==> src/rtl/mem_arbiter19.sv <==
// mem_arbiter19: shares one single-port data memory between instruction fetch
// (IF), load/store (LS) and the FFT DMA port, with locked FFT bursts.
// Ports:
//   clk, reset                      clock, synchronous active-high reset
//   if_req/if_addr -> if_gnt        IF read requests
//   ls_req/ls_we/ls_addr/ls_wdata   LS requests -> ls_gnt
//   fft_req/fft_we/fft_lock/...     FFT requests (optionally locked) -> fft_gnt
//   xx_rvalid, rdata                read data return, routed to the issuer
//   mem_en/mem_we/mem_addr/mem_wdata/mem_rdata  memory command and data
//   owner                           0 none, 1 IF, 2 LS, 3 FFT
// Build option: MEM_ARB_RR_EN selects round-robin arbitration (LS -> IF -> FFT)
// instead of fixed priority LS > IF > FFT.
module mem_arbiter19 #(
  parameter int unsigned AW        = 14,
  parameter int unsigned DW        = 19,
  parameter int unsigned MEM_LAT   = 1,
  parameter int unsigned MAX_BURST = 8
) (
  input  logic          clk,
  input  logic          reset,
  input  logic          if_req,
  input  logic [AW-1:0] if_addr,
  output logic          if_gnt,
  output logic          if_rvalid,
  input  logic          ls_req,
  input  logic          ls_we,
  input  logic [AW-1:0] ls_addr,
  input  logic [DW-1:0] ls_wdata,
  output logic          ls_gnt,
  output logic          ls_rvalid,
  input  logic          fft_req,
  input  logic          fft_we,
  input  logic          fft_lock,
  input  logic [AW-1:0] fft_addr,
  input  logic [DW-1:0] fft_wdata,
  output logic          fft_gnt,
  output logic          fft_rvalid,
  output logic [DW-1:0] rdata,
  output logic          mem_en,
  output logic          mem_we,
  output logic [AW-1:0] mem_addr,
  output logic [DW-1:0] mem_wdata,
  input  logic [DW-1:0] mem_rdata,
  output logic [1:0]    owner
);

  localparam int unsigned CW = 8;
  localparam int unsigned NW = CW + 1;
  localparam logic [1:0] OWN_NONE = 2'd0;
  localparam logic [1:0] OWN_IF   = 2'd1;
  localparam logic [1:0] OWN_LS   = 2'd2;
  localparam logic [1:0] OWN_FFT  = 2'd3;

  typedef enum logic {ST_ARB = 1'b0, ST_LOCKED = 1'b1} state_t;

  state_t        state_q, state_d;
  logic [CW-1:0] cnt_q, cnt_d;
  logic [NW-1:0] cnt_inc;
  logic          mask_q, mask_d;
  logic          fft_elig, arb_if, arb_ls, arb_fft;
  // One-hot read tags {fft, ls, if}; the last stage drives the rvalid outputs
  logic [2:0]    pipe_q [MEM_LAT];
  logic [2:0]    pipe_d [MEM_LAT];
  logic [2:0]    push;

`ifdef MEM_ARB_RR_EN
  localparam logic [1:0] RR_LS  = 2'd0;
  localparam logic [1:0] RR_IF  = 2'd1;
  localparam logic [1:0] RR_FFT = 2'd2;
  logic [1:0] rr_q, rr_d;
`endif

  // Normal arbitration; FFT is masked for one cycle after a forced release
  // only while a CPU-side requester is waiting.
  always_comb begin
    arb_if   = 1'b0;
    arb_ls   = 1'b0;
    arb_fft  = 1'b0;
    fft_elig = fft_req && !(mask_q && (if_req || ls_req));
`ifdef MEM_ARB_RR_EN
    // rr_q names the requester with highest priority this cycle
    case (rr_q)
      RR_IF: begin
        if (if_req)        arb_if  = 1'b1;
        else if (fft_elig) arb_fft = 1'b1;
        else if (ls_req)   arb_ls  = 1'b1;
      end
      RR_FFT: begin
        if (fft_elig)      arb_fft = 1'b1;
        else if (ls_req)   arb_ls  = 1'b1;
        else if (if_req)   arb_if  = 1'b1;
      end
      default: begin
        if (ls_req)        arb_ls  = 1'b1;
        else if (if_req)   arb_if  = 1'b1;
        else if (fft_elig) arb_fft = 1'b1;
      end
    endcase
`else
    if (ls_req)        arb_ls  = 1'b1;
    else if (if_req)   arb_if  = 1'b1;
    else if (fft_elig) arb_fft = 1'b1;
`endif
  end

  // Lock FSM: next state, burst count and grants
  always_comb begin
    state_d = state_q;
    cnt_d   = cnt_q;
    mask_d  = 1'b0;
    if_gnt  = 1'b0;
    ls_gnt  = 1'b0;
    fft_gnt = 1'b0;
    cnt_inc = NW'(cnt_q) + NW'(1);
    case (state_q)
      ST_ARB: begin
        if_gnt  = arb_if;
        ls_gnt  = arb_ls;
        fft_gnt = arb_fft;
        if (arb_fft && fft_lock) begin
          if (MAX_BURST <= 1) begin
            mask_d = 1'b1;
          end else begin
            state_d = ST_LOCKED;
            cnt_d   = CW'(1);
          end
        end
      end
      ST_LOCKED: begin
        if (!fft_lock) begin
          // Unlock: this cycle is arbitrated normally, no relock possible
          state_d = ST_ARB;
          cnt_d   = '0;
          if_gnt  = arb_if;
          ls_gnt  = arb_ls;
          fft_gnt = arb_fft;
        end else if (fft_req) begin
          fft_gnt = 1'b1;
          if (cnt_inc >= NW'(MAX_BURST)) begin
            // Forced release; relock needs a fresh grant in ARB
            state_d = ST_ARB;
            cnt_d   = '0;
            mask_d  = 1'b1;
          end else begin
            cnt_d = CW'(cnt_inc);
          end
        end
      end
      default: state_d = ST_ARB;
    endcase
  end

  // Memory command mux
  always_comb begin
    mem_en    = if_gnt | ls_gnt | fft_gnt;
    mem_we    = 1'b0;
    mem_addr  = '0;
    mem_wdata = '0;
    owner     = OWN_NONE;
    if (ls_gnt) begin
      mem_we    = ls_we;
      mem_addr  = ls_addr;
      mem_wdata = ls_wdata;
      owner     = OWN_LS;
    end else if (if_gnt) begin
      mem_addr  = if_addr;
      owner     = OWN_IF;
    end else if (fft_gnt) begin
      mem_we    = fft_we;
      mem_addr  = fft_addr;
      mem_wdata = fft_wdata;
      owner     = OWN_FFT;
    end
  end

  // Read tag shift pipeline
  always_comb begin
    push      = mem_we ? 3'b000 : {fft_gnt, ls_gnt, if_gnt};
    pipe_d[0] = push;
    for (int i = 1; i < MEM_LAT; i++) begin
      pipe_d[i] = pipe_q[i-1];
    end
  end

  always_ff @(posedge clk) begin
    if (reset) begin
      state_q <= ST_ARB;
      cnt_q   <= '0;
      mask_q  <= 1'b0;
      for (int i = 0; i < MEM_LAT; i++) begin
        pipe_q[i] <= '0;
      end
    end else begin
      state_q <= state_d;
      cnt_q   <= cnt_d;
      mask_q  <= mask_d;
      pipe_q  <= pipe_d;
    end
  end

`ifdef MEM_ARB_RR_EN
  // Pointer moves past the winner only on normally arbitrated grants
  always_comb begin
    rr_d = rr_q;
    if (state_q == ST_ARB || !fft_lock) begin
      if (ls_gnt)       rr_d = RR_IF;
      else if (if_gnt)  rr_d = RR_FFT;
      else if (fft_gnt) rr_d = RR_LS;
    end
  end

  always_ff @(posedge clk) begin
    if (reset) rr_q <= RR_LS;
    else       rr_q <= rr_d;
  end
`endif

  assign if_rvalid  = pipe_q[MEM_LAT-1][0];
  assign ls_rvalid  = pipe_q[MEM_LAT-1][1];
  assign fft_rvalid = pipe_q[MEM_LAT-1][2];
  assign rdata      = mem_rdata;

endmodule
==> config.mk <==
export PLATFORM = sky130hd
export DESIGN_NAME = mem_arbiter19
export DESIGN_NICKNAME = d
export VERILOG_FILES = /design/src/rtl/mem_arbiter19.sv
export SDC_FILE = /design/constraint.sdc
export NUM_CORES = 1
export LEC_CHECK = 0
export ABC_AREA = 0
export BUFFER_PORTS_ARGS = -buffer_cell sky130_fd_sc_hd__buf_2
export CORE_MARGIN = 5
export CORE_UTILIZATION = 27
export DETAILED_ROUTE_END_ITERATION = 16
export HOLD_SLACK_MARGIN = 0.02
export PLACE_DENSITY = 0.86
export SLEW_MARGIN = 25
export SYNTH_ARGS = -nofsm -noshare
export SYNTH_HDL_FRONTEND = slang
export SYNTH_SLANG_ARGS = --single-unit
==> constraint.sdc <==
create_clock -name clk -period 1.6 [get_ports clk]
set_input_delay 0.32 -clock clk [delete_from_list [all_inputs] [get_ports clk]]
set_output_delay 0.32 -clock clk [all_outputs]
set_load 0.02 [all_outputs]
Word level (Yosys, flattened, before mapping) --
Index checks and enable logic that the tools add are counted.
Word-level totals: bits of input ports 107, bits in registers 13, output and inout port bits 62, logic and storage cells 57
Cells by class: $add $sub $neg 1, reduce and logical (&&, ||, !) cells 8, bitwise gates (word level) 5, muxes and demuxes 36, magnitude comparators 1, equality and inequality tests 2
Operators by type and width (number):
- two-way mux 19 bit | 3
- two-way mux 14 bit | 3
- two-way mux 8 bit | 4
- two-way mux 1 bit | 18
- case mux 8 bit (2 select lines) | 1
- adder 8 x 1 -> 9 bit (second input constant) | 1
- greater-or-equal comparator 9 x 4 -> 1 bit (second input constant) | 1
- case mux 1 bit (2 select lines) | 4
- two-way mux 2 bit | 3
- OR reduction 4 bit | 1
- logical AND 1 bit | 3
- inequality test 3 bit (second input constant) | 1
- NOT 1 bit | 3
- inequality test 2 bit (second input constant) | 1
- OR 1 bit | 2
- AND reduction 2 bit | 1
- OR reduction 2 bit | 1
- logical NOT 1 bit | 1
- logical OR 1 bit | 1

Depth between registers and ports, before layout --
depth in word-level cells 13, gate-level depth with buffers 6, gate-level depth less buffers 6

Worst setup path before layout --
No wires, ideal clock.
path type register to output, start point register state_q, end point output mem_addr[10], stages on the path, launching flop included 7, data required time 1.280 ns, setup slack -0.154 ns, data arrival time 1.434 ns, buffers on the path 2, path through dfxtp_1 -> nand2_1 -> and3b_1 -> buf_2 -> buf_2 -> a222oi_1 -> inv_1
On the way: elaborated cells on any way between the ends 7, those cells by class mux (6); bitwise (1)
RTL lines:
- start, declared | line 56 | state_t state_q, state_d;
- start signal, assigned | line 194 | state_q <= state_d;
- NOT 1 bit
- case mux 1 bit (2 select lines) (*) | line 115 | case (state_q)
- via if_gnt | line 23 | output logic if_gnt,
- two-way mux 14 bit (*) | line 165 | end else if (if_gnt) begin
- two-way mux 14 bit (*) | line 160 | if (ls_gnt) begin
- end, declared | line 41 | output logic [AW-1:0] mem_addr,
The timed path passes the listed nets; every way through them passes the cells marked *.

Worst setup path in the final report --
start point register state_q, end point output mem_addr[13]
On the way: longest elaborated chain between the ends 5, elaborated cells on any way between the ends 7, those cells by class mux (6); bitwise (1)
Ends and longest elaborated chain:
- NOT 1 bit
- case mux 1 bit (2 select lines) | line 115
- two-way mux 14 bit | line 168 | end else if (fft_gnt) begin
- two-way mux 14 bit | line 165
- two-way mux 14 bit (*) | line 160
Mark *: on every way between the ends. The rest lies on a longest branch, timed or not.

==> summary.md <==
| Metric | Value |
|---|---|
| Outcome | `complete, but fails checks` |
| Violated checks | `setup timing` |
| Finished Layout Cells | `314` |
| Fill cell count | `389` |
| Initial antenna violation count | `0` |
| Worst hold start | `ls_we` |
| WL final | `5060 um` |
| Synth top area share | `20.8%` |
| Layout area overhead | `81.1%` |
| Synth top cells by count | `a22o_1, buf_4, a222oi_1, inv_1, dfxtp_1` |
| Die area | `5690 um2` |
| Number of max-slew violations in the final report | `0` |
| Hold Path Cell Cnt | `2` |
| Worst Skew | `0.00433 ns` |
| Net Sw Power | `0.385 mW` |
| Worst Slack Setup Final | `-0.284 ns` |
| P_int | `0.787 mW` |
| Cts bufs inserted | `3` |
| Worst-case reg-to-reg path depth | `6` |
| Async S/R FF share, synth | `0%` |
| Setup tns final | `-8.24 ns` |
| Final Hold Vio Count | `0` |
| Syn Inst Count | `141` |
| IR drop worst, VDD | `309 uV` |
| Distinct cells, synth | `36` |
| RSZ-0062 raised after global routing | `true` |
| Synth Warn # | `0` |
| Ant. Diodes | `0` |
| RePlAce Congestion | `0.774` |
| Metal2 WL | `2610 um` |
| Grt ovf | `0` |
| Port Buf Inserts | `130` |
| Synth top area cells | `dfxtp_1, a22o_1, buf_4, a222oi_1, inv_1` |
| Post-synth top area cell | `dfxtp_1` |
| Root Buffer | `clkbuf_8` |
| Number of global-route vias before repair | `1485` |
| Met3 WL post-DR | `524 um` |
| Routed len/inst | `16.1 um` |
| Antenna-violating nets left | `0` |
| Worst slew margin | `66.1%` |
| Final Core Density | `51.2%` |
| Vias per inst | `5.03` |
| Worst flop-to-flop path startpoint | `cnt_q[0]` |
| Routed vias | `1579` |
| Row count | `23` |
| Post-synthesis sequential area ratio | `20.8%` |
| DR iter-0 viols | `80` |
| Post-synth EDFFs | `0` |
| Leakage power | `1.16 nW` |
| Sink Count | `12` |
| Layout cell share with drive strength beyond 1 | `64.8%` |
| Hpwl dp | `3870 um` |
| Placed Cells | `306` |
| DRC | `0` |
| Slew @ Worst Pin | `0.508 ns` |
| Worst Setup Start Kind | `flop` |
| Switching Share | `32.8%` |
| Register share of total power | `26.2%` |
| Post-Syn Area | `1160 um2` |
| Worst Setup End Kind | `output port` |
| Hold Path Sink | `pipe_q[1]` |
| Crit path DAT | `1.56 ns` |
| Hold Crit Class | `in2reg` |
| FF-to-FF End | `cnt_q[1]` |
| CTS tree | `done` |
| Mean Syn Cell Area | `8.20 um2` |
| Kind of critical path | `reg2out` |
| Clock-pin slew on the worst setup and hold paths | `0.06 ns` |
| Max clock buf depth | `2` |
| Worst setup startpoint | `state_q` |
| Clk Latency, worst-skew pair | `0.24 ns` |
| Synth Net Count | `250` |
| Drt first pass iters | `5` |
| CORE AREA | `4090 um2` |
| GRT Util Overall | `14.8%` |
| Peak fanout along the critical path | `9` |
| Reg2Reg Setup Slack | `0.02 ns` |
| Clock Power Share | `28.6%` |
| Top-count cell post-synth | `a22o_1` |
| CP required | `1.28 ns` |
| Comb power frac | `45.2%` |
| Max-Cap Viols | `0` |
| Deepest level of the CTS H-tree | `1` |
| Crit share post-route | `118%` |
| Main synth FF type | `dfxtp_1` |
| M1 wire length | `1820 um` |
| I/O pins | `169` |
| Chip Width | `75.4 um` |
| Minimum clock period | `1.88 ns` |
| Highest routed layer | `met4` |
| Largest net degree at the start of global routing | `19` |
| Number of nets in the layout | `374` |
| Die H | `75.4 um` |
| PwrDens | `560 nW/um2` |
| Wire length of the first global-routing pass | `6550 um` |
| Initial Util | `28.3%` |
| Fmax | `531 MHz` |
| Seq cells post-synth | `12` |
| Final setup fails | `38` |
metrics by stage:
stage	hold WS, ns	power, mW	cell area [um2]	setup slack (ns)
floorplan	0.392	0.624	1180	-0.0337
global placement	0.482	0.783	1850	-0.163
detailed placement	0.497	0.788	1850	-0.245
CTS	0.249	1.18	2050	-0.284
global route	0.265	1.23	2090	-0.395
finish	0.252	1.17	2090	-0.284
area by class of cell:
type	count	area (um2)	share of cell area, %
clock buffers	4	55.1	2.63
inverters	14	52.6	2.51
multi-input cells	86	732	35.0
flip-flops and latches	12	248	11.8
well taps	50	62.6	2.99
repair buffers	148	943	45.1
layout by cell type (no fill, tap or decap), types with 4 or more instances in the layout:
cell,synthesis,layout
a222oi_1,14,14
a22o_1,20,20
and2_1,7,5
buf_12,0,4
buf_2,6,118
buf_4,19,14
buf_6,0,10
clkbuf_8,0,4
dfxtp_1,12,8
inv_1,14,14
nand2_1,6,5
nor3b_1,4,4
power groups by stage:
| stage | sequential (mW) | combinational [mW] | clock [mW] |
|---|---|---|---|
| after global placement | 0.313 | 0.470 | 0 |
| after CTS | 0.308 | 0.527 | 0.342 |
| after detailed placement | 0.313 | 0.475 | 0 |
| final | 0.308 | 0.530 | 0.335 |
| after global routing | 0.308 | 0.567 | 0.357 |
| after floorplan | 0.317 | 0.307 | 0 |
critical path, cell delays in order (launching register included):
cell and delay [ns]:
dfxtp_2 0.33, nand2_2 0.07, and2_4 0.17, buf_12 0.14, a222oi_1 0.36, inv_1 0.10
buf_6 0.14
kinds of logic after synthesis:
group / Yosys count / synth area share (%)
buf+inv: 43 / 20.8
fa+ha+maj: 2 / 2.16
compound gates: 49 / 36.8
xor+xnor: 1 / 0.758
flops: 12 / 20.8
simple gates: 34 / 18.7
state kept, by name, indices dropped and copies added, names as in the netlist:
register and cells:
cnt_q 8, pipe_q 3, state_q 1
worst max-delay path by stage:
stage | endpoint | slack [ns] | cells past startpoint
4_1_cts | mem_addr[13] | -0.28 | 6
6_report | mem_addr[13] | -0.28 | 6
5_1_grt | mem_addr[13] | -0.40 | 7
3_5_place_dp | mem_addr[13] | -0.25 | 8
2_1_floorplan | mem_addr[10] | -0.03 | 6
3_3_place_gp | mem_addr[5] | -0.16 | 8
per-layer routing:
metal	GRT usage (%)	vias up
li1	-	762
met1	18.0	707
met2	25.5	96
met3	2.37	14
met4	6.60	0
met5	0	-
what timing repair did:
item / in CTS / in global routing
pin swaps: 19 / 13
endpoints found under the setup margin: 40 / 40
gates resized for setup: 27 / 9
cloned: 2 / 0
hold buffers: 0 / 0
buffers inserted: 2 / 1
Note: power is estimated with default switching activity, not from simulation.
